## src/rtl/i2c_slave_apb_ctrl.sv

```systemverilog
// APB3 control/buffer front-end for the I2C slave core: CTRL/ADDR registers, TX and RX byte FIFOs, interrupt flags.
// Build option I2CS_IRQ_EN: when defined INT_STAT/INT_EN/irq are live; otherwise they read 0 and irq stays 0.
module i2c_slave_apb_ctrl #(
  parameter int         FIFO_DEPTH   = 4,
  parameter logic [6:0] DEFAULT_ADDR = 7'h50
) (
  input  logic        pclk,
  input  logic        presetn,
  input  logic        psel,
  input  logic        penable,
  input  logic        pwrite,
  input  logic [4:0]  paddr,
  input  logic [31:0] pwdata,
  output logic [31:0] prdata,
  output logic        pready,
  output logic        pslverr,
  output logic        irq,
  output logic        core_en,
  output logic [6:0]  own_addr,
  output logic [7:0]  tx_byte,
  input  logic        tx_load,
  input  logic [7:0]  rx_byte,
  input  logic        rx_load,
  input  logic [2:0]  core_state
);
  localparam int PW = $clog2(FIFO_DEPTH);
  localparam int CW = PW + 1;
`ifdef I2CS_IRQ_EN
  localparam logic IRQ_IMPL = 1'b1;
`else
  localparam logic IRQ_IMPL = 1'b0;
`endif

  localparam logic [2:0] R_CTRL     = 3'd0;
  localparam logic [2:0] R_ADDR     = 3'd1;
  localparam logic [2:0] R_STATUS   = 3'd2;
  localparam logic [2:0] R_TXDATA   = 3'd3;
  localparam logic [2:0] R_RXDATA   = 3'd4;
  localparam logic [2:0] R_INT_STAT = 3'd5;
  localparam logic [2:0] R_INT_EN   = 3'd6;

  logic          en_q, en_d;
  logic [6:0]    addr_q, addr_d;
  logic [3:0]    int_stat_q, int_stat_d, int_en_q, int_en_d;
  logic          irq_q, irq_d;
  logic [7:0]    tx_mem_q [FIFO_DEPTH];
  logic [7:0]    tx_mem_d [FIFO_DEPTH];
  logic [7:0]    rx_mem_q [FIFO_DEPTH];
  logic [7:0]    rx_mem_d [FIFO_DEPTH];
  logic [PW-1:0] tx_wr_q, tx_wr_d, tx_rd_q, tx_rd_d;
  logic [PW-1:0] rx_wr_q, rx_wr_d, rx_rd_q, rx_rd_d;
  logic [CW-1:0] tx_cnt_q, tx_cnt_d, rx_cnt_q, rx_cnt_d;

  logic       apb_wr, apb_rd;
  logic [2:0] reg_sel;
  logic       tx_empty, tx_full, rx_empty, rx_full;
  logic       tx_flush, rx_flush, tx_push, tx_pop, rx_push, rx_pop;
  logic       rx_done, tx_req, rx_ovr, tx_und;
  logic [3:0] int_set, int_clr;
  logic [31:0] status;
  logic       unused_ok;

  assign apb_wr  = psel & penable & pwrite;
  assign apb_rd  = psel & penable & ~pwrite;
  assign reg_sel = paddr[4:2];

  assign tx_empty = (tx_cnt_q == '0);
  assign tx_full  = (tx_cnt_q == CW'(FIFO_DEPTH));
  assign rx_empty = (rx_cnt_q == '0);
  assign rx_full  = (rx_cnt_q == CW'(FIFO_DEPTH));

  assign tx_flush = apb_wr & (reg_sel == R_CTRL) & pwdata[2];
  assign rx_flush = apb_wr & (reg_sel == R_CTRL) & pwdata[1];
  assign tx_push  = apb_wr & (reg_sel == R_TXDATA) & ~tx_full;
  assign tx_pop   = tx_load & ~tx_empty;
  assign rx_pop   = apb_rd & (reg_sel == R_RXDATA) & ~rx_empty;
  // A same-cycle pop frees a slot, so a full RX FIFO can still accept the core byte.
  assign rx_push  = rx_load & (~rx_full | rx_pop);

  // A colliding flush discards the core event and suppresses its flag.
  assign rx_done = rx_push & ~rx_flush;
  assign tx_req  = tx_pop & ~tx_flush;
  assign rx_ovr  = rx_load & ~rx_push & ~rx_flush;
  assign tx_und  = tx_load & tx_empty & ~tx_flush;
  assign int_set = {tx_und, rx_ovr, tx_req, rx_done};
  assign int_clr = (apb_wr && reg_sel == R_INT_STAT) ? pwdata[3:0] : 4'h0;

  assign status = {11'b0, 5'(rx_cnt_q), 3'b0, 5'(tx_cnt_q), core_state,
                   (core_state != 3'b000), rx_full, rx_empty, tx_full, tx_empty};

  always_comb begin
    prdata  = 32'h0;
    pslverr = 1'b0;
    if (apb_rd) begin
      case (reg_sel)
        R_CTRL:     prdata = {31'b0, en_q};
        R_ADDR:     prdata = {25'b0, addr_q};
        R_STATUS:   prdata = status;
        R_RXDATA: begin
          if (rx_empty) pslverr = 1'b1;
          else          prdata  = {24'b0, rx_mem_q[rx_rd_q]};
        end
        R_INT_STAT: prdata = {28'b0, int_stat_q};
        R_INT_EN:   prdata = {28'b0, int_en_q};
        default:    prdata = 32'h0;
      endcase
    end else if (apb_wr && reg_sel == R_TXDATA && tx_full) begin
      pslverr = 1'b1;
    end
  end

  always_comb begin
    en_d     = en_q;
    addr_d   = addr_q;
    int_en_d = int_en_q;
    tx_mem_d = tx_mem_q;
    tx_wr_d  = tx_wr_q;
    tx_rd_d  = tx_rd_q;
    tx_cnt_d = tx_cnt_q;
    rx_mem_d = rx_mem_q;
    rx_wr_d  = rx_wr_q;
    rx_rd_d  = rx_rd_q;
    rx_cnt_d = rx_cnt_q;
    if (apb_wr && reg_sel == R_CTRL)              en_d     = pwdata[0];
    if (apb_wr && reg_sel == R_ADDR)              addr_d   = pwdata[6:0];
    if (apb_wr && reg_sel == R_INT_EN && IRQ_IMPL) int_en_d = pwdata[3:0];

    if (tx_flush) begin
      tx_wr_d  = '0;
      tx_rd_d  = '0;
      tx_cnt_d = '0;
    end else begin
      if (tx_push) begin
        tx_mem_d[tx_wr_q] = pwdata[7:0];
        tx_wr_d           = tx_wr_q + PW'(1);
      end
      if (tx_pop) tx_rd_d = tx_rd_q + PW'(1);
      tx_cnt_d = tx_cnt_q + CW'(tx_push) - CW'(tx_pop);
    end

    if (rx_flush) begin
      rx_wr_d  = '0;
      rx_rd_d  = '0;
      rx_cnt_d = '0;
    end else begin
      if (rx_push) begin
        rx_mem_d[rx_wr_q] = rx_byte;
        rx_wr_d           = rx_wr_q + PW'(1);
      end
      if (rx_pop) rx_rd_d = rx_rd_q + PW'(1);
      rx_cnt_d = rx_cnt_q + CW'(rx_push) - CW'(rx_pop);
    end

    // Set beats W1C in the same cycle; irq is registered off the current flags.
    int_stat_d = IRQ_IMPL ? ((int_stat_q & ~int_clr) | int_set) : 4'h0;
    irq_d      = IRQ_IMPL & (|(int_stat_q & int_en_q));
  end

  always_ff @(posedge pclk or negedge presetn) begin
    if (!presetn) begin
      en_q       <= 1'b0;
      addr_q     <= DEFAULT_ADDR;
      int_stat_q <= 4'h0;
      int_en_q   <= 4'h0;
      irq_q      <= 1'b0;
      tx_wr_q    <= '0;
      tx_rd_q    <= '0;
      tx_cnt_q   <= '0;
      rx_wr_q    <= '0;
      rx_rd_q    <= '0;
      rx_cnt_q   <= '0;
      for (int i = 0; i < FIFO_DEPTH; i++) begin
        tx_mem_q[i] <= 8'h0;
        rx_mem_q[i] <= 8'h0;
      end
    end else begin
      en_q       <= en_d;
      addr_q     <= addr_d;
      int_stat_q <= int_stat_d;
      int_en_q   <= int_en_d;
      irq_q      <= irq_d;
      tx_wr_q    <= tx_wr_d;
      tx_rd_q    <= tx_rd_d;
      tx_cnt_q   <= tx_cnt_d;
      rx_wr_q    <= rx_wr_d;
      rx_rd_q    <= rx_rd_d;
      rx_cnt_q   <= rx_cnt_d;
      tx_mem_q   <= tx_mem_d;
      rx_mem_q   <= rx_mem_d;
    end
  end

  assign pready   = 1'b1;
  assign irq      = irq_q;
  assign core_en  = en_q;
  assign own_addr = addr_q;
  assign tx_byte  = tx_empty ? 8'hFF : tx_mem_q[tx_rd_q];

  assign unused_ok = &{1'b0, paddr[1:0], pwdata[31:8]};
endmodule

```

## config.mk

```make
export PLATFORM = sky130hd
export DESIGN_NAME = i2c_slave_apb_ctrl
export DESIGN_NICKNAME = d
export VERILOG_FILES = /design/src/rtl/i2c_slave_apb_ctrl.sv
export SDC_FILE = /design/constraint.sdc
export NUM_CORES = 1
export LEC_CHECK = 0
export ABC_AREA = 1
export CAP_MARGIN = 40
export CORE_MARGIN = 4
export CORE_UTILIZATION = 57
export CTS_BUF_LIST = sky130_fd_sc_hd__clkbuf_2 sky130_fd_sc_hd__clkbuf_4 sky130_fd_sc_hd__clkbuf_8
export CTS_CLUSTER_DIAMETER = 80
export DETAILED_ROUTE_END_ITERATION = 10
export GPL_TIMING_DRIVEN = 0
export PLACE_DENSITY = 0.88
export SLEW_MARGIN = 5
export SYNTH_ARGS = -nofsm -noshare
export SYNTH_HDL_FRONTEND = slang
export SYNTH_SLANG_ARGS = --single-unit
```

## constraint.sdc

```tcl
create_clock -name pclk -period 4.7 [get_ports pclk]
set_clock_uncertainty 0.1 [all_clocks]
set_input_delay 0.94 -clock pclk [delete_from_list [all_inputs] [get_ports pclk]]
set_output_delay 0.94 -clock pclk [all_outputs]
set_load 0.03 [all_outputs]
```

; ---- Yosys cells after proc, flatten, opt, wreduce, memory -nomap -nowiden
; Index checks and enable logic that the tools add are counted.
[classes]
bitwise = 24
eq_ne = 6
n_addsub = 8
mux = 30
order_cmp = 6
n_reduce_logical = 16
[op_table]
columns = operator, n
row1 = 19-bit one-hot mux with 4 select lines, 1
row2 = 32-bit bitwise mux, 2
row3 = 8-bit 2-to-1 mux, 8
row4 = 8-bit binary-select mux with 2-bit select, 2
row5 = 8-bit demux with 2-bit select, 2
row6 = 32-bit 2-to-1 mux, 1
row7 = 2-bit 2-to-1 mux, 8
row8 = 1-bit AND, 12
row9 = "3-bit greater-or-equal comparator, second input constant", 4
row10 = 2-bit inverter with 3-bit output, 4
row11 = "3-bit equality test, second input constant", 3
row12 = 3-bit logical NOT, 3
row13 = "2-bit by 1-bit adder with 2-bit output, second input constant", 4
row14 = 2-bit nonzero test, 4
row15 = 1-bit inverter, 7
row16 = 3-bit by 1-bit adder with 3-bit output, 2
row17 = "3-bit by 2-bit equality test with 1-bit output, second input constant", 2
row18 = 1-bit logical AND, 6
row19 = "3-bit by 1-bit less-than comparator with 1-bit output, second input constant", 2
row20 = 3-bit 2-to-1 mux, 2
row21 = 3-bit by 1-bit subtractor with 3-bit output, 2
row22 = 1-bit 2-to-1 mux, 4
row23 = 2-bit AND reduction, 2
row24 = "3-bit by 1-bit equality test with 1-bit output, second input constant", 1
row25 = 2 further kinds, 2
[word_totals]
regBits = 86
output_inout_bits = 51
wordCells = 106

; ---- Logic depth before layout (Yosys ltp)
[depth]
word_depth = 9
ltp_mapped = 13
mapped_depth_nobuf = 13

; ---- Worst setup path before layout
; Ideal clock, no wire load.
[synth_path]
path_kind = input to output
from = input port pwrite
to = output port prdata[16]
stages = 4
setup_slack_ns = 1.572
required_ns = 3.660
arrival_time_ns = 2.088
path_cell_list = inv_1 -> nand3_1 -> clkbuf_1 -> nor3_1
[synth_between]
elab_chain_len = 3
[synth_lines]
columns = item, line_no
row1 = "start, declared", 11  ; input logic pwrite,
row2 = 1-bit inverter, 64  ; assign apb_rd = psel & penable & ~pwrite;
row3 = 1-bit AND, 64
row4 = 32-bit 2-to-1 mux, 94  ; if (apb_rd) begin
row5 = "end, declared", 14  ; output logic [31:0] prdata,
; No other way between the ends.

; ---- Worst setup path after layout
[layout_path]
from = input port paddr[3]
to = output port prdata[0]
[layout_between]
elab_chain_len = 3
[layout_lines]
columns = item, line_no
row1 = "start, declared", 12  ; input logic [4:0] paddr,
row2 = "3-bit equality test, or another cell as far along", 95  ; case (reg_sel)
row3 = 19-bit one-hot mux with 4 select lines (*), 95
row4 = 32-bit 2-to-1 mux (*), 94
; Every way passes the cells marked *; elsewhere a longest branch is shown, timed or not.

==> flow_metrics.py <==
metrics = {
    "run_status": {
        "status": "completed",
    },
    "clock_tree": {
        "clk_path_buf_depth": 2,
        "cts-root-buf": "clkbuf_8",
        "cts_tree": "yes",
        "cts.sinks": 86,
        "cts_buffers": 9,
        "hold_buffers": 0,
        "h-tree-depth": 3,
        "clk_latency_ps": 360,
        "cts_setup_buffers": 0,
        "ctsResizeCount": 0,
        "path_clk_slew_ps": 100,
    },
    "route": {
        "routedWlPerCell_um": 16.0,
        "via_per_inst": 5.58,
        "firstDrtPassIters": 5,
        "drc": 0,
        "ant_nets": 0,
        "vias": 4410,
        "drt_iter0_drc": 363,
        "wl_um": 12600,
    },
    "timing": {
        "worst_slack_ps": 568,
        "hold_viol_final": 0,
        "slew_violations": 0,
        "setup_viol": 0,
        "rsz0062_at_grt": "false",
        "tightest_slew_ps": 522,
        "fin_crit_sh": 0.879,
        "fmax_mhz": 242,
        "post-route-min-period_ps": 4130,
        "max_slew_margin": 0.651,
    },
    "logic_synthesis": {
        "syn_area_sq_um": 4830,
        "yosysUniqueCellTypes": 34,
        "ys_seq_area_frac": 0.446,
        "synth_cells": 591,
        "syn_avg_cell_area_sq_um": 8.18,
        "yosysWarningCount": 0,
        "yosys_register_bits": 86,
    },
    "floorplanning": {
        "ios": 106,
        "die_y_um": 100,
        "dieWidth_um": 100,
        "start_util": 0.588,
        "num_rows": 33,
        "core-area_sq_um": 8220,
        "dieArea_sq_um": 10000,
    },
    "placement": {
        "gp_congestion": 0.919,
        "dp_cells": 774,
        "dp_slack_ps": 589,
        "portBuffers": 59,
        "hpwl_um": 9260,
    },
    "hold_path": {
        "hold_class": "primary input to asynchronous set/reset pin",
    },
    "power": {
        "power_density_nw_per_um2": 543,
        "max-vdd-ir-drop_mv": 0.289,
        "power_leakage_uw": 0.00295,
    },
    "critical_path": {
        "critPathKind": "primary input to output port",
        "r2r_cells": 11,
        "cp.required_ps": 3660,
        "end_kind": "output port",
        "cp_max_fo": 8,
        "worstPathArrival_ps": 3090,
        "worst_setup_path_start_kind": "primary input",
    },
    "layout": {
        "final_common_cell": "nand2_1",
        "nNetsFinal": 749,
        "syn2layout_area_growth_pct": 20.9,
        "drive_gt1_frac": 0.126,
        "final_cell_mix": "nand2_1 (156), dfrtp_1 (84), clkdlybuf4s50_1 (58), o21ai_0 (56), inv_1 (49)",
        "fin_cells": 790,
        "n_antenna_cell": 0,
    },
    "global_routing": {
        "overflow": 0,
        "grt_pass1_wl_um": 20600,
        "track_usage": 0.261,
        "antenna_found_initial": 0,
        "grt_max_degree": 64,
        "grt_pass1_vias": 4220,
    },
    "run": {
        "cap_violations": 0,
    },
}
==> worst paths after layout <==
kind                        startpoint           to  slack, ps
min reg2reg                rx_mem_q[9]  rx_mem_q[9]        380
min in group pclk          rx_mem_q[9]  rx_mem_q[9]        380
max reg2reg                tx_cnt_q[1]  tx_cnt_q[2]       2130
max                           paddr[3]    prdata[0]        570
max in group asynchronous      presetn  own_addr[4]       3470
min                            presetn  tx_mem_q[0]        360
==> per-stage QoR <==
step / utilization / total power [uW] / instance area, sq um / hold WS (ps) / TNS [ps]
2_1_floorplan: - / 2130 / 4900 / 341 / 0
3_3_place_gp: 0.684 / 2560 / 5620 / 353 / -31860
3_5_place_dp: 0.688 / 2630 / 5650 / 361 / 0
4_1_cts: 0.711 / 3160 / 5840 / 364 / 0
5_1_grt: 0.711 / 3400 / 5840 / 374 / 0
6_report: 0.711 / 3180 / 5840 / 364 / 0
==> area by class of cell <==
cell class,count,area (sq um)
plain buffers,46,334
clock buffers,9,124
clock inverters,7,71.3
fillers,640,2370
inverters,55,206
multi-input cells,422,2210
flip-flops and latches,86,2150
well taps,105,131
repair buffers,60,616
==> flip-flops by register name, summed over array words and instances (netlist names) <==
register and cells:
rx_wr_q 2, rx_rd_q 2, core_en 1, tx_rd_q 2, own_addr 7, tx_wr_q 2, tx_cnt_q 3, rx_mem_q 32
rx_cnt_q 3, tx_mem_q 32
==> cells in the mapped netlist <==
cell type / instances / share of area
nand4_4: 2 / 0.0088
inv_2: 5 / 0.0039
o21ai_0: 56 / 0.058
nor3_1: 7 / 0.0072
nand4_2: 3 / 0.0078
nor3_4: 1 / 0.0034
a21oi_1: 18 / 0.019
clkbuf_1: 6 / 0.0047
nor2_4: 6 / 0.014
nand2_2: 4 / 0.0052
mux2_1: 7 / 0.016
conb_1: 2 / 0.0016
buf_4: 22 / 0.034
clkinv_1: 1 / 0.00078
nand2_4: 1 / 0.0023
nand3_1: 15 / 0.016
nand3_2: 1 / 0.0021
fa_1: 2 / 0.0083
dfstp_2: 2 / 0.011
ha_1: 12 / 0.031
inv_1: 49 / 0.038
buf_2: 9 / 0.0093
o21ai_1: 17 / 0.018
nor2_2: 3 / 0.0039
nand4_1: 32 / 0.041
xnor2_1: 1 / 0.0018
dfrtp_1: 84 / 0.43
o211ai_1: 7 / 0.011
a22oi_1: 3 / 0.0047
xor2_1: 3 / 0.0054
nor3b_1: 1 / 0.0016
buf_6: 9 / 0.021
nor2_1: 44 / 0.034
nand2_1: 156 / 0.12
==> where the power goes <==
group | switching [uW] | internal [uW] | leakage, uW | total [uW]
combinational | 955 | 527 | 0.00181 | 1480
sequential | 155 | 1010 | 0.00104 | 1160
clock | 283 | 248 | 0.000104 | 530
total | 1390 | 1780 | 0.00295 | 3180
==> routing by layer <==
metal,global-route usage,vias to the layer above,part of all wire
met1,0.364,2055,0.42
met4,0.0902,0,0.016
li1,-,2081,-
met3,0.0466,27,0.094
met5,0,-,0
met2,0.415,247,0.47
==> cells by family (layout without fill, tap and decap cells) <==
group | Yosys count | in the layout | share of synthesized area
flip-flops | 86 | 86 | 0.446
other | 2 | 20 | 0.00155
multiplexers | 7 | 7 | 0.0163
XOR/XNOR | 4 | 4 | 0.00725
buffers and inverters | 101 | 177 | 0.112
AO/OA/AOI/OAI | 101 | 101 | 0.110
adder cells (fa/ha/maj) | 14 | 14 | 0.0393
AND/OR/NAND/NOR | 276 | 276 | 0.268
==> critical path, cell delays in order <==
cell             delay (ps)
clkdlybuf4s50_1         520
nor2_2                  210
nand2_2                 100
nor2_2                  290
nand2_1                 100
a21oi_1                 210
clkdlybuf4s50_1         710
No activity file was read; power rests on OpenSTA's default activity.
